`config.mk`:
```
export PLATFORM = sky130hd
export DESIGN_NAME = router_port_arbiter
export DESIGN_NICKNAME = d
export VERILOG_FILES = /design/src/rtl/router_pkg.sv /design/src/rtl/router_port_arbiter_rr_pick.sv /design/src/rtl/router_port_arbiter.sv
export SDC_FILE = /design/constraint.sdc
export NUM_CORES = 1
export LEC_CHECK = 0
export ABC_AREA = 1
export CORE_AREA = 3 3 154 156
export CTS_CLUSTER_DIAMETER = 100
export DETAILED_ROUTE_END_ITERATION = 8
export DIE_AREA = 0 0 157 159
export PLACE_DENSITY = 0.68
export SLEW_MARGIN = 30
export SYNTH_ARGS = -nofsm -noshare
export SYNTH_HDL_FRONTEND = slang
export SYNTH_SLANG_ARGS = --single-unit
```
`constraint.sdc`:
```
create_clock -name clk -period 5.75 [get_ports clk]
set_input_delay 1.15 -clock clk [delete_from_list [all_inputs] [get_ports clk]]
set_output_delay 1.15 -clock clk [all_outputs]
set_load 0.02 [all_outputs]
```
`src/rtl/router_pkg.sv`:
```
// router_pkg: flit layout, port indices and output-stage states shared across the router.
package router_pkg;
    localparam int FLIT_W = 64;
    localparam int X_LSB = 32;
    localparam int Y_LSB = 48;
    localparam int DATA_W = 32;
    localparam int NUM_PORTS = 5;
    localparam int P_LEFT = 0;
    localparam int P_RIGHT = 1;
    localparam int P_UP = 2;
    localparam int P_DOWN = 3;
    localparam int P_CPU = 4;
    typedef struct packed {
        logic [15:0] y;
        logic [15:0] x;
        logic [DATA_W-1:0] data;
    } flit_t;
    typedef enum logic {EMPTY, FULL} state_t;
endpackage

```
`src/rtl/router_port_arbiter_rr_pick.sv`:
```
// rr_pick: combinational round-robin pick, first requester at or after ptr with wrap.
module rr_pick import router_pkg::*; #(
    parameter int N = NUM_PORTS,
    parameter int IDW = 3
) (
    input  logic [N-1:0]   req,
    input  logic [IDW-1:0] ptr,
    output logic [N-1:0]   grant,
    output logic [IDW-1:0] idx,
    output logic           any
);
    logic [IDW-1:0] j;
    always_comb begin
        j = '0;
        idx = '0;
        // Scan farthest-first so the closest requester to ptr overwrites last.
        for (int k = N - 1; k >= 0; k--) begin
            j = IDW'((int'(ptr) + k) % N);
            if (req[j]) idx = j;
        end
        any = |req;
        grant = any ? N'(1) << idx : '0;
    end
endmodule

```
`src/rtl/router_port_arbiter.sv`:
```
// router_port_arbiter: round-robin output-link arbiter with one registered slot; ARB_GRANT_CNT_EN adds grant counters.
module router_port_arbiter import router_pkg::*; #(
    parameter int N = NUM_PORTS,
    parameter int W = FLIT_W,
    parameter int IDW = 3
) (
    input  logic           clk,
    input  logic           rst,
    input  logic [N-1:0]   req,
    input  logic [N*W-1:0] in_flit,
    output logic [N-1:0]   in_ready,
    output logic [W-1:0]   out_flit,
    output logic           out_valid,
    input  logic           out_ready,
    output logic [IDW-1:0] out_src
`ifdef ARB_GRANT_CNT_EN
    ,
    output logic [N*16-1:0] grant_cnt
`endif
);
    state_t state, state_next;
    logic [IDW-1:0] rr_ptr, idx;
    logic [N-1:0] grant;
    logic any, free, accept;

    rr_pick #(.N(N), .IDW(IDW)) u_pick (
        .req(req),
        .ptr(rr_ptr),
        .grant(grant),
        .idx(idx),
        .any(any)
    );

    // A pop this cycle frees the slot for a same-cycle push.
    assign free = ~out_valid | out_ready;
    assign accept = free & any & ~rst;
    assign in_ready = accept ? grant : '0;
    assign out_valid = state == FULL;

    always_comb begin
        state_next = accept ? FULL : (out_ready ? EMPTY : state);
    end

    always_ff @(posedge clk) begin
        if (rst) begin
            state <= EMPTY;
            out_flit <= '0;
            out_src <= '0;
            rr_ptr <= '0;
        end else begin
            state <= state_next;
            if (accept) begin
                out_flit <= in_flit[idx*W +: W];
                out_src <= idx;
                rr_ptr <= (idx == IDW'(N - 1)) ? '0 : idx + IDW'(1);
            end
        end
    end

`ifdef ARB_GRANT_CNT_EN
    always_ff @(posedge clk) begin
        if (rst) grant_cnt <= '0;
        else
            for (int k = 0; k < N; k++)
                if (accept && idx == IDW'(k) && grant_cnt[k*16 +: 16] != 16'hFFFF)
                    grant_cnt[k*16 +: 16] <= grant_cnt[k*16 +: 16] + 16'd1;
    end
`endif
endmodule

```
Yosys cells after proc, flatten, opt, wreduce, memory -nomap -nowiden
Index checks and enable logic that the tools add are counted.
{"block": "classes", "add_sub_neg": 5, "div_mod_pow": 5, "n_lt_le_gt_ge": 5, "n_eq_ne": 1, "n_shift": 2, "n_mux": 20, "bitwise_logic": 5, "reduce_logical": 2}
{"cell": "320-bit by 10-bit indexed part select with 64-bit output", "count": 1}
{"cell": "32-bit by 4-bit modulo with 32-bit output (second input constant)", "count": 4}
{"cell": "4-bit by 4-bit modulo with 32-bit output (second input constant)", "count": 1}
{"cell": "3-bit by 4-bit < comparator with 1-bit output (second input constant)", "count": 5}
{"cell": "3-bit 2-to-1 mux", "count": 6}
{"cell": "1-bit binary-select mux with 3-bit select", "count": 5}
{"cell": "5-bit 2-to-1 mux", "count": 2}
{"cell": "3-bit by 2-bit adder with 4-bit output (second input constant)", "count": 2}
{"cell": "1-bit 2-to-1 mux", "count": 7}
{"cell": "5-bit OR reduction", "count": 1}
{"cell": "1-bit by 3-bit << shifter with 5-bit output (first input constant)", "count": 1}
{"cell": "3-bit by 1-bit adder with 4-bit output (second input constant)", "count": 1}
{"cell": "3-bit by 3-bit adder with 4-bit output (second input constant)", "count": 1}
{"cell": "3-bit by 1-bit adder with 3-bit output (second input constant)", "count": 1}
{"cell": "3-bit equality test (second input constant)", "count": 1}
{"cell": "1-bit bitwise AND", "count": 2}
{"cell": "1-bit NOT", "count": 2}
{"cell": "2-bit nonzero test", "count": 1}
{"cell": "1-bit bitwise OR", "count": 1}
{"block": "totals", "regBits": 71, "inputBits": 328, "out_inout_bits": 73, "word_cells": 49}

Depth between registers and ports, before layout
{"block": "depth", "ltp_word": 12, "depth_mapped": 30, "mapped_depth_nobuf": 27}

Modules after synthesis
A second synthesis with hierarchy kept.
{"block": "unflattened", "cells_unflattened": 1651, "area_unflattened_um2": 8170.3}
{"module": "router_port_arbiter", "instances": 1, "cells_each": 1406, "area_per_inst_um2": 6821.5, "seq_area_each_um2": 1421.4}
{"module": "rr_pick", "instances": 1, "cells_each": 245, "area_per_inst_um2": 1348.8, "seq_area_each_um2": 0.0}

Least setup slack after synthesis
No wires, ideal clock.
{"block": "synth_timing", "kind": "reg2out", "from": "register rr_ptr[0]", "to": "output port in_ready[3]", "arrival_ns": 3.806, "required_ns": 4.600, "setup_slack_ns": 0.794, "path_stages_with_launch": 28, "path_buffers": 3, "cell_sequence": "dfxtp_1 buf_4 inv_1 ha_1 inv_1 ha_1 nor2_4 inv_1 ha_1 o31ai_4 nand2_2 nand2_1 nand2_1 nand3b_1 nand2_1 nand3_1 nand2_1 inv_1 nand2_1 nand2_1 nand2_2 nand2_4 buf_8 buf_4 nor2_1 ha_1 inv_1 nor2_1"}
{"block": "synth_between", "elab_chain_len": 12, "word_cells_on_any_way": 27, "classes_between": "add/sub (4); div (5); shift (1); mux (17)"}
{"element": "from (decl)", "line": "router_port_arbiter.sv:22", "text": "logic [IDW-1:0] rr_ptr, idx;"}
{"element": "from (signal assigned)", "line": "router_port_arbiter.sv:55", "text": "rr_ptr <= (idx == IDW'(N - 1)) ? '0 : idx + IDW'(1);"}
{"element": "3-bit by 3-bit adder with 4-bit output", "line": "router_port_arbiter_rr_pick.sv:18", "text": "j = IDW'((int'(ptr) + k) % N);"}
{"element": "32-bit by 4-bit modulo with 32-bit output", "line": "router_port_arbiter_rr_pick.sv:18"}
{"element": "1-bit binary-select mux with 3-bit select", "line": "router_port_arbiter_rr_pick.sv:19", "text": "if (req[j]) idx = j;"}
{"element": "1-bit 2-to-1 mux (not written as such)", "line": "router_port_arbiter_rr_pick.sv:19"}
{"element": "3-bit 2-to-1 mux (4 in a row)", "line": "router_port_arbiter_rr_pick.sv:19"}
{"element": "3-bit 2-to-1 mux (*)", "line": "router_port_arbiter_rr_pick.sv:19"}
{"element": "1-bit by 3-bit << shifter with 5-bit output (*)", "line": "router_port_arbiter_rr_pick.sv:22", "text": "grant = any ? N'(1) << idx : '0;"}
{"element": "5-bit 2-to-1 mux (*)", "line": "router_port_arbiter_rr_pick.sv:22"}
{"element": "5-bit 2-to-1 mux (*)", "line": "router_port_arbiter.sv:37", "text": "assign in_ready = accept ? grant : '0;"}
{"element": "to (decl)", "line": "router_port_arbiter.sv:11", "text": "output logic [N-1:0] in_ready,"}
Every way passes the cells marked *; elsewhere a longest branch is shown, timed or not. The select of a mux whose other input is x is not followed.

Worst setup path after layout
{"block": "layout_timing", "from": "register rr_ptr[0]", "to": "output port in_ready[1]"}
Same word-level chain as after synthesis.

==> results by group <==
Outcome
  – Run status: finished, final reports clean

Placement
  – IO Port Bufs: 400
  – GPL Wtd Cong: between 0.9 and 1
  – Placed Area: around 0.011 mm²
  – HPWL Detailed: between 20000 and 25000 µm

Yosys
  – Avg Inst Size Synth: 5.35 µm²
  – Sequential fraction of the synthesis area: 19.9%
  – Netlist Area Pre-Place: 0.00713 mm²
  – Cell variety after synth: 35
  – Dominant synthesized flop cell: dfxtp_1
  – Net count after synthesis: approximately 1700
  – #FFs+latches synth: slightly above 70
  – Post-synth EDFFs: 0
  – Cells after synthesis: around 1300
  – Syn. warnings: 0
  – Post-synth ARST share: 0%

CTS
  – CTS buffer count: 9
  – Postcts setup bufs: 0
  – Clock transition at path regs: ~50 ps
  – Bufs on Longest Clock Path: 2
  – CTS tree: done
  – Total number of H-tree levels: 3
  – Post-cts sizing count: 0
  – CTS Hold Buffers Added: 0
  – CTS root buf: clkbuf_16
  – Clock latency on the worst-skew pair: approximately 340 ps
  – CTS Sinks: between 70 and 80

Die
  – Core Rows: 55
  – Placeable Area: 0.0225 mm²
  – Die X: roughly 160 µm
  – Chip Height: approximately 160 µm
  – Ports: roughly 400
  – Initial Util: about a third
  – Overall die area: around 0.025 mm²

Worst setup path
  – Crit Reg-Reg Endpoint: out_flit[11]
  – CP endpoint kind: primary output
  – Crit path kind: flip-flop to primary output
  – Flop2flop setup slack: roughly 1500 ps
  – Critical path startpoint category: flip-flop
  – Worst Setup EP: in_ready[1]
  – Reg2reg start: rr_ptr[0]
  – Worst r2r path cells: 26
  – Worst Path Max Fanout: 5
  – Critical Path Start: rr_ptr[0]
  – Required @ worst endpoint: ~4600 ps
  – CP arrival: roughly 4200 ps

Pwr
  – VDD IR-drop max: around 620 µV
  – Final Power: roughly 7.2 mW
  – Leakage: about 5.5 nW
  – Power density cells: 630 mW/mm²

STA
  – Worst hold slack: 486 ps
  – Final setup skew: 13.3 ps
  – Final setup fails: 0
  – Unrepaired setup endpoints after global routing: no
  – Final Hold Fails: 0
  – Final min period: between 5000 and 6000 ps
  – Slew @ Worst Pin: about 830 ps
  – Count of final max-slew check failures: 0
  – Slew headroom: 44.9%
  – Max Clock Freq: roughly 190 MHz
  – Fin crit share: between 90% and 100%
  – Setup TNS: 0 ps

Routing
  – DRC: 0
  – Final wirelength: between 30000 and 40000 µm
  – DR vias/cell: 4.92
  – Wire per inst: approximately 17 µm
  – Antenna Nets Post-Route: 0
  – Detailed Routing Iterations Pass 1: 6
  – Via Count: between 9000 and 10000
  – DR iter-0 viols: between 700 and 800

GRT
  – Overall Global Routing Usage: around 24%
  – Initial antenna violation count: 1
  – Vias in the first global route: a little under 9000
  – First-pass GRT wire length: 48500 µm
  – Pin count of the biggest net entering global routing: 68
  – Grt ovf: 0

Finish
  – Layout area overhead: 60.8%
  – Fin area: ~0.011 mm²
  – Nets@finish: roughly 2000
  – Util after Layout: approximately half
  – Share of cells above drive strength 1: 4.24%

Flow run
  – Max Cap Violations: 0

Min path
  – Hold/Removal Path Class: flip-flop to flip-flop
-- how the worst min path moves through the flow --
stage,from,to,slack [ps],depth (start not counted)
finish,out_src[1],out_src[1],490,2
global route,out_src[1],out_src[1],520,2
CTS,out_src[1],out_src[1],490,2
detailed placement,out_src[1],out_src[1],480,2
global placement,out_src[1],out_src[1],470,2
floorplan,out_src[1],out_src[1],570,2
-- placed cells by master, fill, tap and decap left out, types with 2 or more instances in the layout --
| cell | n |
|---|---|
| dfxtp_1 | 70 |
| dlymetal6s2s_1 | 2 |
| clkinvlp_4 | 3 |
| nor2_1 | 25 |
| o22ai_1 | 2 |
| xor2_1 | 2 |
| o21ai_0 | 9 |
| nand3_1 | 205 |
| o21ai_1 | 5 |
| inv_2 | 5 |
| clkinv_2 | 2 |
| inv_1 | 72 |
| nor2_4 | 2 |
| nand3b_1 | 2 |
| clkdlybuf4s50_1 | 397 |
| nand2_2 | 9 |
| a21oi_4 | 2 |
| o211ai_1 | 5 |
| ha_1 | 19 |
| nand2_4 | 4 |
| a21oi_1 | 133 |
| nand3_2 | 3 |
| clkbuf_16 | 9 |
| nand2_1 | 652 |
| buf_4 | 20 |
-- routing by layer --
metal	global-route usage, %	share of wire, %	routed length, µm
met4	6.01	1.9	604
met5	0	0	0
met1	29.8	42	13500
met3	5.14	7.3	2360
met2	42.4	49	15900
-- cells in the mapped netlist, types with 3 or more instances --
cell type | number | area share, %
o21ai_0 | 9 | 0.63
clkinv_1 | 3 | 0.16
nand2_2 | 9 | 0.79
clkbuf_1 | 33 | 1.7
nand3_1 | 205 | 14
nand3_2 | 3 | 0.42
a21oi_1 | 133 | 9.3
nor2_1 | 25 | 1.3
o21ai_1 | 6 | 0.42
buf_4 | 27 | 2.8
buf_6 | 5 | 0.79
nand2_1 | 655 | 34
o211ai_1 | 5 | 0.53
buf_1 | 4 | 0.21
dfxtp_1 | 71 | 20
ha_1 | 19 | 3.3
inv_1 | 72 | 3.8
inv_2 | 5 | 0.26
buf_2 | 23 | 1.6
-- sequential cells by signal (all words and copies together) (netlist names) --
register	flops
rr_ptr	3
out_flit	64
out_src	3
out_valid	1
-- power by group --
group	internal [mW]	switching (mW)	leakage, nW
logic	1.94	3.94	4.81
registers	0.670	0.0883	0.589
clock network	0.349	0.232	0.145
-- per-stage QoR --
| stage | setup slack (ps) | cells |
|---|---|---|
| 2_1_floorplan | 794 | 1333 |
| 3_3_place_gp | 585 | 1945 |
| 3_5_place_dp | 439 | 1945 |
| 4_1_cts | 61.1 | 1961 |
| 5_1_grt | 40.6 | 1962 |
| 6_report | 361 | 1962 |
-- area by class of cell --
cell class,count,area [µm²]
Fill cell,2409,11000
Tap cell,285,357
Timing Repair Buffer,420,4150
Clock inverter,6,67.6
Antenna cell,1,2.50
Clock buffer,10,239
Sequential cell,71,1420
Multi-Input combinational cell,1089,4920
Inverter,80,305
-- cells by family (layout without fill, tap and decap cells) --
kind of cell	after synthesis	count (layout)	synth area share, %
simple gates	905	905	52.3
buf+inv	173	516	11.6
compound gates	162	162	12.3
flops	71	71	19.9
fa+ha+maj	19	19	3.34
xor+xnor	3	3	0.474
other cells	0	1	0
-- worst max-delay path, cell delays in order, from the launching register on --
cell and delay (ps):
dfxtp_1 330, inv_1 60, ha_1 210, inv_1 90
ha_1 300, nor2_4 180, inv_1 60, ha_1 300
o31ai_4 350, nand2_2 120, nand2_1 70, nand2_1 70
nand3b_1 170, nand2_1 100, nand2_2 80, nand2_1 60
nand2_1 50, nand3_1 90, nand3_2 110, a21oi_4 220
nand3_1 150, nor2_1 110, clkdlybuf4s50_1 640
No activity file was read; power rests on OpenSTA's default activity.
